<file path="src/rtl/lv_abist_stim.sv">
// lv_abist_stim: analog BIST stimulus sequencer. Forces each comparator in turn and checks its assert/clear windows.
// Registered outputs, force rises 1 cycle after start, no backpressure; define LV_ABIST_STIM_RETRY_EN for one retry per failed channel.
module lv_abist_stim #(
  parameter int CLK_M    = 48,
  parameter int CH_NUM   = 4,
  parameter int FORCE_US = 70,
  parameter int REL_US   = 20,
  parameter int GAP_US   = 5
) (
  input  logic              i_clk,
  input  logic              i_rst_n,
  input  logic              i_bist_en,
  input  logic              i_bist_start,
  input  logic [CH_NUM-1:0] i_cmp_rsp,
  output logic [CH_NUM-1:0] o_bist_force,
  output logic              o_bist_busy,
  output logic              o_bist_done,
  output logic [CH_NUM-1:0] o_bist_pass,
  output logic              o_bist_abort
`ifdef LV_ABIST_STIM_RETRY_EN
  ,
  output logic [CH_NUM-1:0] o_bist_retry
`endif
);

  localparam int FORCE_CYC = FORCE_US * CLK_M;
  localparam int REL_CYC   = REL_US * CLK_M;
  localparam int GAP_CYC   = GAP_US * CLK_M;
  localparam int MAX_FR    = (FORCE_CYC > REL_CYC) ? FORCE_CYC : REL_CYC;
  localparam int MAX_CYC   = (MAX_FR > GAP_CYC) ? MAX_FR : GAP_CYC;
  localparam int CNT_W     = $clog2(MAX_CYC + 1);
  localparam int CH_W      = (CH_NUM > 1) ? $clog2(CH_NUM) : 1;

  localparam logic [CNT_W-1:0] FORCE_LAST = CNT_W'(FORCE_CYC - 1);
  localparam logic [CNT_W-1:0] REL_LAST   = CNT_W'(REL_CYC - 1);
  localparam logic [CNT_W-1:0] GAP_LAST   = CNT_W'(GAP_CYC - 1);
  localparam logic [CNT_W-1:0] CNT_MAX    = '1;
  localparam logic [CH_W-1:0]  CH_LAST    = CH_W'(CH_NUM - 1);

  typedef enum logic [2:0] {
    S_IDLE    = 3'd0,
    S_FORCE   = 3'd1,
    S_RELEASE = 3'd2,
    S_GAP     = 3'd3,
    S_DONE    = 3'd4
  } state_t;

  state_t            state_q, state_d;
  logic [CH_W-1:0]   ch_q, ch_d;
  logic [CNT_W-1:0]  cnt_q, cnt_d;
  logic              hit_q, hit_d;
  logic [CH_NUM-1:0] force_q, force_d;
  logic [CH_NUM-1:0] pass_q, pass_d;
  logic              abort_q, abort_d;
  logic [CH_NUM-1:0] rsp_m_q, rsp_m_d;
  logic [CH_NUM-1:0] rsp_s_q, rsp_s_d;
`ifdef LV_ABIST_STIM_RETRY_EN
  logic [CH_NUM-1:0] retry_q, retry_d;
  logic              again_q, again_d;
`endif

  logic             busy;
  logic             rsp_ch;
  logic             released;
  logic             ch_ok;
  logic [CNT_W-1:0] cnt_inc;

  always_comb begin
    rsp_m_d  = i_cmp_rsp;
    rsp_s_d  = rsp_m_q;
    state_d  = state_q;
    ch_d     = ch_q;
    hit_d    = hit_q;
    pass_d   = pass_q;
    abort_d  = 1'b0;
    released = 1'b0;
    ch_ok    = 1'b0;
    rsp_ch   = rsp_s_q[ch_q];
    busy     = (state_q == S_FORCE) || (state_q == S_RELEASE) || (state_q == S_GAP);
    // Terminal value holds rather than wrapping.
    cnt_inc  = (cnt_q == CNT_MAX) ? cnt_q : cnt_q + 1'b1;
    cnt_d    = cnt_inc;
`ifdef LV_ABIST_STIM_RETRY_EN
    retry_d  = retry_q;
    again_d  = again_q;
`endif

    case (state_q)
      S_IDLE: begin
        cnt_d = '0;
        if (i_bist_en && i_bist_start) begin
          pass_d  = '0;
          ch_d    = '0;
          state_d = S_FORCE;
`ifdef LV_ABIST_STIM_RETRY_EN
          retry_d = '0;
          again_d = 1'b0;
`endif
        end
      end
      S_FORCE: begin
        // Response already high on the first force cycle means a stuck comparator.
        if (rsp_ch) begin
          hit_d   = (cnt_q != '0);
          cnt_d   = '0;
          state_d = S_RELEASE;
        end else if (cnt_q == FORCE_LAST) begin
          hit_d   = 1'b0;
          cnt_d   = '0;
          state_d = S_RELEASE;
        end
      end
      S_RELEASE: begin
        if (!rsp_ch || (cnt_q == REL_LAST)) begin
          released     = !rsp_ch;
          ch_ok        = hit_q & released;
          pass_d[ch_q] = ch_ok;
          cnt_d        = '0;
          state_d      = S_GAP;
`ifdef LV_ABIST_STIM_RETRY_EN
          if (!ch_ok && !retry_q[ch_q]) begin
            retry_d[ch_q] = 1'b1;
            again_d       = 1'b1;
          end
`endif
        end
      end
      S_GAP: begin
        if (cnt_q == GAP_LAST) begin
          cnt_d = '0;
`ifdef LV_ABIST_STIM_RETRY_EN
          if (again_q) begin
            again_d = 1'b0;
            state_d = S_FORCE;
          end else
`endif
          if (ch_q == CH_LAST) begin
            state_d = S_DONE;
          end else begin
            ch_d    = ch_q + 1'b1;
            state_d = S_FORCE;
          end
        end
      end
      S_DONE: begin
        cnt_d = '0;
        if (!i_bist_en) begin
          state_d = S_IDLE;
        end
      end
      default: begin
        cnt_d   = '0;
        state_d = S_IDLE;
      end
    endcase

    // Enable loss mid-sequence overrides every transition above.
    if (busy && !i_bist_en) begin
      state_d = S_IDLE;
      pass_d  = '0;
      abort_d = 1'b1;
      cnt_d   = '0;
      ch_d    = '0;
      hit_d   = 1'b0;
`ifdef LV_ABIST_STIM_RETRY_EN
      again_d = 1'b0;
`endif
    end

    force_d = (state_d == S_FORCE) ? (CH_NUM'(1) << ch_d) : '0;
  end

  always_ff @(posedge i_clk or negedge i_rst_n) begin
    if (!i_rst_n) begin
      state_q <= S_IDLE;
      ch_q    <= '0;
      cnt_q   <= '0;
      hit_q   <= 1'b0;
      force_q <= '0;
      pass_q  <= '0;
      abort_q <= 1'b0;
      rsp_m_q <= '0;
      rsp_s_q <= '0;
`ifdef LV_ABIST_STIM_RETRY_EN
      retry_q <= '0;
      again_q <= 1'b0;
`endif
    end else begin
      state_q <= state_d;
      ch_q    <= ch_d;
      cnt_q   <= cnt_d;
      hit_q   <= hit_d;
      force_q <= force_d;
      pass_q  <= pass_d;
      abort_q <= abort_d;
      rsp_m_q <= rsp_m_d;
      rsp_s_q <= rsp_s_d;
`ifdef LV_ABIST_STIM_RETRY_EN
      retry_q <= retry_d;
      again_q <= again_d;
`endif
    end
  end

  assign o_bist_force = force_q;
  assign o_bist_busy  = busy;
  assign o_bist_done  = (state_q == S_DONE);
  assign o_bist_pass  = pass_q;
  assign o_bist_abort = abort_q;
`ifdef LV_ABIST_STIM_RETRY_EN
  assign o_bist_retry = retry_q;
`endif

endmodule

</file>
<file path="config.mk">
export PLATFORM = sky130hd
export DESIGN_NAME = lv_abist_stim
export DESIGN_NICKNAME = d
export VERILOG_FILES = /design/src/rtl/lv_abist_stim.sv
export SDC_FILE = /design/constraint.sdc
export NUM_CORES = 1
export LEC_CHECK = 0
export ABC_AREA = 1
export CAP_MARGIN = 20
export CORE_MARGIN = 2
export CORE_UTILIZATION = 51
export DETAILED_ROUTE_END_ITERATION = 8
export GPL_TIMING_DRIVEN = 1
export PLACE_DENSITY = 0.72
export SLEW_MARGIN = 10
export SYNTH_ARGS = -nofsm -noshare
export SYNTH_HDL_FRONTEND = slang
export SYNTH_SLANG_ARGS = --single-unit
</file>
<file path="constraint.sdc">
create_clock -name i_clk -period 1.91 [get_ports i_clk]
set_clock_uncertainty 0.15 [all_clocks]
set_input_delay 0.382 -clock i_clk [delete_from_list [all_inputs] [get_ports i_clk]]
set_output_delay 0.382 -clock i_clk [all_outputs]
set_load 0.005 [all_outputs]
</file>
==> results of run 1 <==
[critical path: cells and delay by family (launching register included)]
family,cells,cell delay [ns]
flip-flops,1,0.39
adder cells (fa/ha/maj),1,0.20
XOR/XNOR,1,0.17
AND/OR/NAND/NOR,7,0.72
[Yosys cell counts]
| cell type | number |
|---|---|
| a21oi_2 | 1 |
| nand4_1 | 6 |
| dfrtp_1 | 35 |
| a21oi_1 | 5 |
| nor3_4 | 2 |
| nor2_1 | 25 |
| ha_1 | 2 |
| buf_6 | 2 |
| or2_1 | 1 |
| o21ai_0 | 3 |
| xor2_1 | 5 |
| nand2_1 | 55 |
| nand2_2 | 7 |
| nand3_4 | 1 |
| o21ai_2 | 1 |
| nor2_2 | 15 |
| nand2_4 | 4 |
| clkinv_1 | 1 |
| clkinv_2 | 1 |
| inv_1 | 19 |
| inv_2 | 13 |
| a31oi_1 | 1 |
| nor3_1 | 4 |
| nand3_2 | 8 |
| nand3_1 | 10 |
| o31ai_1 | 3 |
| o21ai_1 | 2 |
| nor2_4 | 4 |
[area by class of cell]
class / count / area (µm²) / area share (%)
Clock inverter: 2 / 60.1 / 2.49
Clock buffer: 6 / 72.6 / 3.00
Sequential cell: 35 / 877 / 36.3
Tap cell: 48 / 60.1 / 2.49
Multi-Input combinational cell: 165 / 937 / 38.8
Inverter: 34 / 129 / 5.33
Timing Repair Buffer: 30 / 280 / 11.6
[where the power goes]
group	leakage (nW)	internal [W]	switching, W
sequential	0.464	0.000790	0.0000248
clock	0.0654	0.000522	0.000259
combinational	0.603	0.000287	0.000395
[repair_timing]
action / 4_1_cts / 5_1_grt
hold endpoints to repair: 0 / 0
resized for setup: 3 / 1
buffers inserted: 4 / 1
setup endpoints to repair: 2 / 7
[layer usage]
layer  up-vias  track usage, %  routed length [µm]
met1       731            23.8                1650
li1        811               -                   -
met4         0            10.5                 120
met2        28            33.0                1750
met3        11            3.58                 103
met5         -               0                   0
[registers in the layout (all words and copies together) (netlist names)]
signal,cells
rsp_m_q,4
rsp_s_q,4
cnt_q,12
state_q,3
o_bist_pass,4
o_bist_force,4
o_bist_abort,1
hit_q,1
ch_q,2
[per-stage QoR]
stage | hold WS, ns | util [%] | power (W)
finish | 0.198 | 65.5 | 0.00228
global placement | 0.182 | 60.9 | 0.00145
floorplan | -0.0636 | - | 0.00125
CTS | 0.200 | 65.3 | 0.00229
detailed placement | 0.185 | 60.9 | 0.00146
global route | 0.207 | 65.5 | 0.00240
[cells in the final DEF (no fill, tap or decap), types with 4 or more instances in the layout]
master	instances
a21oi_1	5
buf_4	11
nand3_1	10
nand4_1	6
nor2_4	4
nand2_4	4
nor2_2	15
clkdlybuf4s50_1	16
dfrtp_1	34
nand3_2	8
inv_2	13
nor2_1	25
clkbuf_8	5
nor3_1	4
nand2_1	55
inv_1	19
xor2_1	5
nand2_2	7
[final timing paths]
| kind | endpoint | slack, ns | cells after the start |
|---|---|---|---|
| min | rsp_s_q[1]$_DFF_PN0_ | 0.20 | 0 |
| min reg2reg | rsp_s_q[1]$_DFF_PN0_ | 0.20 | 0 |
| max | cnt_q[7]$_DFF_PN0_ | 0.16 | 9 |
| max reg2reg | cnt_q[7]$_DFF_PN0_ | 0.16 | 9 |
| min in group asynchronous | o_bist_abort$_DFF_PN0_ | 0.35 | 2 |
| max in group asynchronous | state_q[2]$_DFF_PN0_ | 0.94 | 2 |
[kinds of logic after synthesis]
family,synth area share [%]
fa+ha+maj,1.27
simple gates,39.3
buf+inv,7.71
compound gates,4.90
flops,44.6
xor+xnor,2.23
==> results.md, run 1 <==
- Number of nets in the final layout: 281
- Count of clock tree sinks: 35
- Fill cell count: 349
- Congestion Overflow GR: 0
- Actual slew at the worst max-slew pin: 0.429 ns
- Clock tree root buffer cell: clkbuf_8
- Vias in the first global route: 1551
- Max-slew violation count: 0
- Worst hold start: rsp_m_q[1]$_DFF_PN0_
- Proportion of netlist area held by the largest area contributor: 44.6%
- Total negative slack for setup checks: 0 ns
- Main area contributors after synthesis: dfrtp_1 (45%), nand2_1 (11%), nor2_1 (4.8%)
- Fraction of layout cells with a size suffix above 1: 28.3%
- Total length of routed wires: 3630 µm
- Floorplan Core Area: 0.00369 mm²
- Static Leak: 1.13 nW
- Ratio of final minimum period to clock period: 91.6%
- Crit path cell chain: ha_1, nand2_2, nor2_4, nand2_2, nor2_4, nand2_4, nand2_2, xor2_1, nor2_2
- Number of hold violations in the final report: 0
- Worst slack at placement: 0.0866 ns
- Endpoints failing setup: 0
- PwrDens: 943 mW/mm²
- RSZ-0062 raised after global routing: no
- Global-route wire length before repair: 6450 µm
- Proportion of synthesized chip area in sequential cells: 44.6%
- CTS hold repair buffers: 0
- Detail-routed via count per cell: 4.94
- Number of nets in the synthesized netlist: 246
- Cell Area, Synth: 0.00196 mm²
- Vert. Die Dim: 66.1 µm
- Yosys warning total: 0
- Critical path launch point type: flop
- Instance area at placement: 0.00225 mm²
- CP peak stage delay: 0.39 ns
- Initial cell density of the core: 53.3%
- Worst path arrival time: 1.78 ns
- Cell count after synthesis: 236
- Cell Rows: 22
- Run status: finished clean
- Worst skew pair latency: 0.29 ns
- F_max: 572 MHz
- Reg-to-reg startpoint: cnt_q[0]$_DFF_PN0_
- Antenna Nets Post-Route: 0
- TritonCTS clock tree: built
- Total Routing Usage GR: 19.6%
- Die Wd: 66.1 µm
- Number of placed instances, taps included: 307
- Type of element capturing the critical path: flop
- Min cycle time layout: 1.75 ns
- Final cell area excluding filler cells: 0.00242 mm²
- Non-filler cells, final: 320
- Number of synthesized register bits: 35
- Number of design rule violations left after detail routing: 0
- Diodes inserted: 0
- Start point of the critical path: cnt_q[0]$_DFF_PN0_
- Routed wirelength normalized by instance count: 11.3 µm
- Count of H-tree levels built during CTS: 2
- Area growth, synth to finish: 23.0%
- Critical path fanouts, max: 8
- Routability cong.: 0.893
- Number of antenna violations at the first check in global routing: 0
- TritonCTS Buffers: 5
- Number of distinct library cells after synthesis: 28
- First-pass detailed-route iteration total: 4
- Die area: 0.00436 mm²
- Vias after detailed routing: 1581
- Worst min-delay path category: reg2reg
- Violation count after the first detailed-route iteration: 57
- Most repeated library cell on the critical path: nand2_2
- Number of max-cap violations: 0
- Max transition margin: 71.4%
- Path type of the worst setup path: reg2reg
- Estimated wirelength of the detail-placed design: 2690 µm
- Largest net degree at the start of global routing: 36
- Average instance area after synthesis: 8.32 µm²
- Clock Path Buffers: 2
- Worst Path Required: 1.94 ns
- Post-synth top area cell: dfrtp_1
- Count of boundary I/O pins: 19
- Port-buffer cells: 18
- Setup WS post-layout: 0.160 ns
- Clock slew seen by the registers of the worst setup and hold paths: 0.07 ns
- Slowest-stage cell, CP: dfrtp_1
- Worst supply voltage drop on vdd: 617 µV
(Power assumes the default switching activity.)
==> run 2: changes to the inputs <==
--- a/config.mk
+++ b/config.mk
@@ -6,12 +6,12 @@
 export NUM_CORES = 1
 export LEC_CHECK = 0
 export ABC_AREA = 1
-export CAP_MARGIN = 20
+export CAP_MARGIN = 30
 export CORE_MARGIN = 2
-export CORE_UTILIZATION = 51
+export CORE_UTILIZATION = 50
 export DETAILED_ROUTE_END_ITERATION = 8
 export GPL_TIMING_DRIVEN = 1
-export PLACE_DENSITY = 0.72
+export PLACE_DENSITY = 0.71
 export SLEW_MARGIN = 10
 export SYNTH_ARGS = -nofsm -noshare
 export SYNTH_HDL_FRONTEND = slang
==> results.md, run 2 (synthesis results as in run 1) <==
- Vert. Die Dim: 66.7 µm (+0.94%)
- Clock tree root buffer cell: clkbuf_8
- Ratio of final minimum period to clock period: 93.9% (+2.3 points)
- Routed wirelength normalized by instance count: 11.4 µm (+0.95%)
- Initial cell density of the core: 52.9% (-0.39 points)
- PwrDens: 852 mW/mm² (-9.6%)
- Worst skew pair latency: 0.29 ns (about the same)
- Commonest non-fill, non-tap cell in the layout: nand2_1
- Worst slack at placement: 0.0366 ns (-0.0500 ns)
- Slowest-stage cell, CP: dfrtp_1
- Floorplan Core Area: 0.00372 mm² (+0.75%)
- Global-route wire length before repair: 6530 µm (+1.2%)
- Type of element capturing the critical path: flop
- Fill cell count: 325 (-6.9%)
- TritonCTS clock tree: built
- Worst path arrival time: 1.86 ns (+0.08 ns)
- Actual slew at the worst max-slew pin: 0.438 ns (+0.00928 ns)
- Count of clock tree sinks: 35 (unchanged)
- Clock slew seen by the registers of the worst setup and hold paths: 0.07 ns (about the same)
- Number of hold violations in the final report: 0 (unchanged)
- Port-buffer cells: 18 (unchanged)
- Routability cong.: 0.839 (-6.1%)
- Detail-routed via count per cell: 4.98 (+0.76%)
- Number of flip-flops under the largest register name: 12 (unchanged)
- Critical path launch point type: flop
- Die Wd: 66.7 µm (+0.94%)
- Antenna Nets Post-Route: 0 (unchanged)
- Number of max-cap violations: 0 (unchanged)
- Largest net degree at the start of global routing: 36 (unchanged)
- Clock Path Buffers: 2 (unchanged)
- Max transition margin: 70.8% (-0.62 points)
- Number of antenna violations at the first check in global routing: 0 (unchanged)
- Run status: finished clean
- Total Routing Usage GR: 19.4% (-0.24 points)
- Diodes inserted: 0 (unchanged)
- Path type of the worst setup path: reg2reg
- Fraction of layout cells with a size suffix above 1: 29.5% (+1.2 points)
- Critical path fanouts, max: 5 (-3)
- Most frequent cells in the layout: nand2_1 (55), dfrtp_1 (33), nor2_1 (24)
- Crit path cell chain: ha_2, nand2_2, nor2_4, nand3_4, nand2_2, nand2_1, a21oi_2, nand3_2, nor2_1
- Worst supply voltage drop on vdd: 626 µV (+1.5%)
- First-pass detailed-route iteration total: 5 (+1)
- Most repeated library cell on the critical path: nand2_2
- Endpoints failing setup: 0 (unchanged)
- Instance area at placement: 0.00224 mm² (-0.33%)
- Final cell area excluding filler cells: 0.00238 mm² (-1.6%)
- F_max: 558 MHz (-2.4%)
- Estimated wirelength of the detail-placed design: 2690 µm (about the same)
- Number of nets in the final layout: 280 (-0.36%)
- Static Leak: 1.10 nW (-2.5%)
- Worst min-delay path category: reg2reg
- Setup WS post-layout: 0.117 ns (-0.0433 ns)
- Min cycle time layout: 1.79 ns (+0.0433 ns)
- Congestion Overflow GR: 0 (unchanged)
- CP peak stage delay: 0.42 ns (+0.03 ns)
- Sequential standard cell area: 878 µm² (+0.14%)
- Area growth, synth to finish: 21.1%
- Max-slew violation count: 0 (unchanged)
- Area of combinational cells with multiple inputs: 942 µm² (+0.53%)
- Violation count after the first detailed-route iteration: 62 (+8.8%)
- Total length of routed wires: 3650 µm (+0.63%)
- Die area: 0.00445 mm² (+1.9%)
- Count of boundary I/O pins: 19 (unchanged)
- Number of design rule violations left after detail routing: 0 (unchanged)
- Vias after detailed routing: 1588 (+0.44%)
- Count of H-tree levels built during CTS: 2 (unchanged)
- Vias in the first global route: 1533 (-1.2%)
- Worst Path Required: 1.98 ns (+0.04 ns)
- Cell Rows: 22 (unchanged)
- TritonCTS Buffers: 5 (unchanged)
- Register containing the most flip-flops in the final layout: cnt_q
run 2: cell types whose count changed in the layout (fill, tap and decap cells not counted):
cell and delta:
ha_2 +1, nor2_2 +1, clkinvlp_4 +1, clkbuf_1 -1, dfrtp_1 -1, ha_1 -1, nor2_1 -1, dfrtp_2 +1
inv_4 +1, bufinv_16 -2, inv_2 -1, buf_4 -1, clkinv_4 +2
run 2: worst paths after layout:
| check | startpoint | to | slack [ns] | depth (start not counted) |
|---|---|---|---|---|
| min | rsp_m_q[3]$_DFF_PN0_ | rsp_s_q[3]$_DFF_PN0_ | 0.20 | 0 |
| min reg2reg | rsp_m_q[3]$_DFF_PN0_ | rsp_s_q[3]$_DFF_PN0_ | 0.20 | 0 |
| max | cnt_q[0]$_DFF_PN0_ | o_bist_force[3]$_DFF_PN0_ | 0.12 | 9 |
| max in group asynchronous | i_rst_n | state_q[0]$_DFF_PN0_ | 0.92 | 2 |
| min in group asynchronous | i_rst_n | ch_q[1]$_DFF_PN0_ | 0.35 | 2 |
| max reg2reg | cnt_q[0]$_DFF_PN0_ | o_bist_force[3]$_DFF_PN0_ | 0.12 | 9 |
run 2: metrics by stage:
step	TNS (ns)	cells	total power (W)	hold slack (ns)	util, %
final	0	319	0.00203	0.200	64.0
after global routing	-0.0449	319	0.00215	0.217	64.0
after CTS	0	317	0.00203	0.202	63.5
after detailed placement	0	306	0.00145	0.185	60.3
after global placement	0	306	0.00144	0.182	60.3
after floorplan	0	236	0.00125	-0.0636	-
run 2: where the power goes:
group          internal [W]  switching (W)  total (W)
Sequential         0.000792      0.0000292   0.000821
Combinational      0.000270       0.000394   0.000663
Clock              0.000260       0.000281   0.000542
run 2: layout make-up:
| cell class | instances | share of cell area, % |
|---|---|---|
| flip-flops and latches | 35 | 36.9 |
| repair buffers | 29 | 11.5 |
| multi-input cells | 165 | 39.6 |
| inverters | 34 | 5.52 |
| well taps | 48 | 2.52 |
| clock buffers | 5 | 2.89 |
| clock inverters | 3 | 1.05 |
run 2: worst max-delay path: cells and delay by family, from the launching register on:
kind                       cells  cell delay, ns
DFF                            1            0.42
adders and majority gates      1            0.21
and+or+nand+nor                7            0.80
AOI/OAI and AO/OA              1            0.16
run 2: metal layers:
metal / vias to the layer above / part of all wire, % / track usage, %
li1: 806 / - / -
met1: 742 / 49 / 25.7
met2: 36 / 46 / 31.6
met3: 4 / 3.9 / 4.05
met4: 0 / 1.2 / 6.12
met5: - / 0 / 0
run 2: what timing repair did:
action | 4_1_cts | 5_1_grt
endpoints found under the setup margin | 2 | 19
hold endpoints to repair | 0 | 0
gates cloned | 0 | 0
buffers inserted | 3 | 2
hold buffers | 0 | 0
pin swaps | 0 | 1
gates resized for setup | 5 | 3
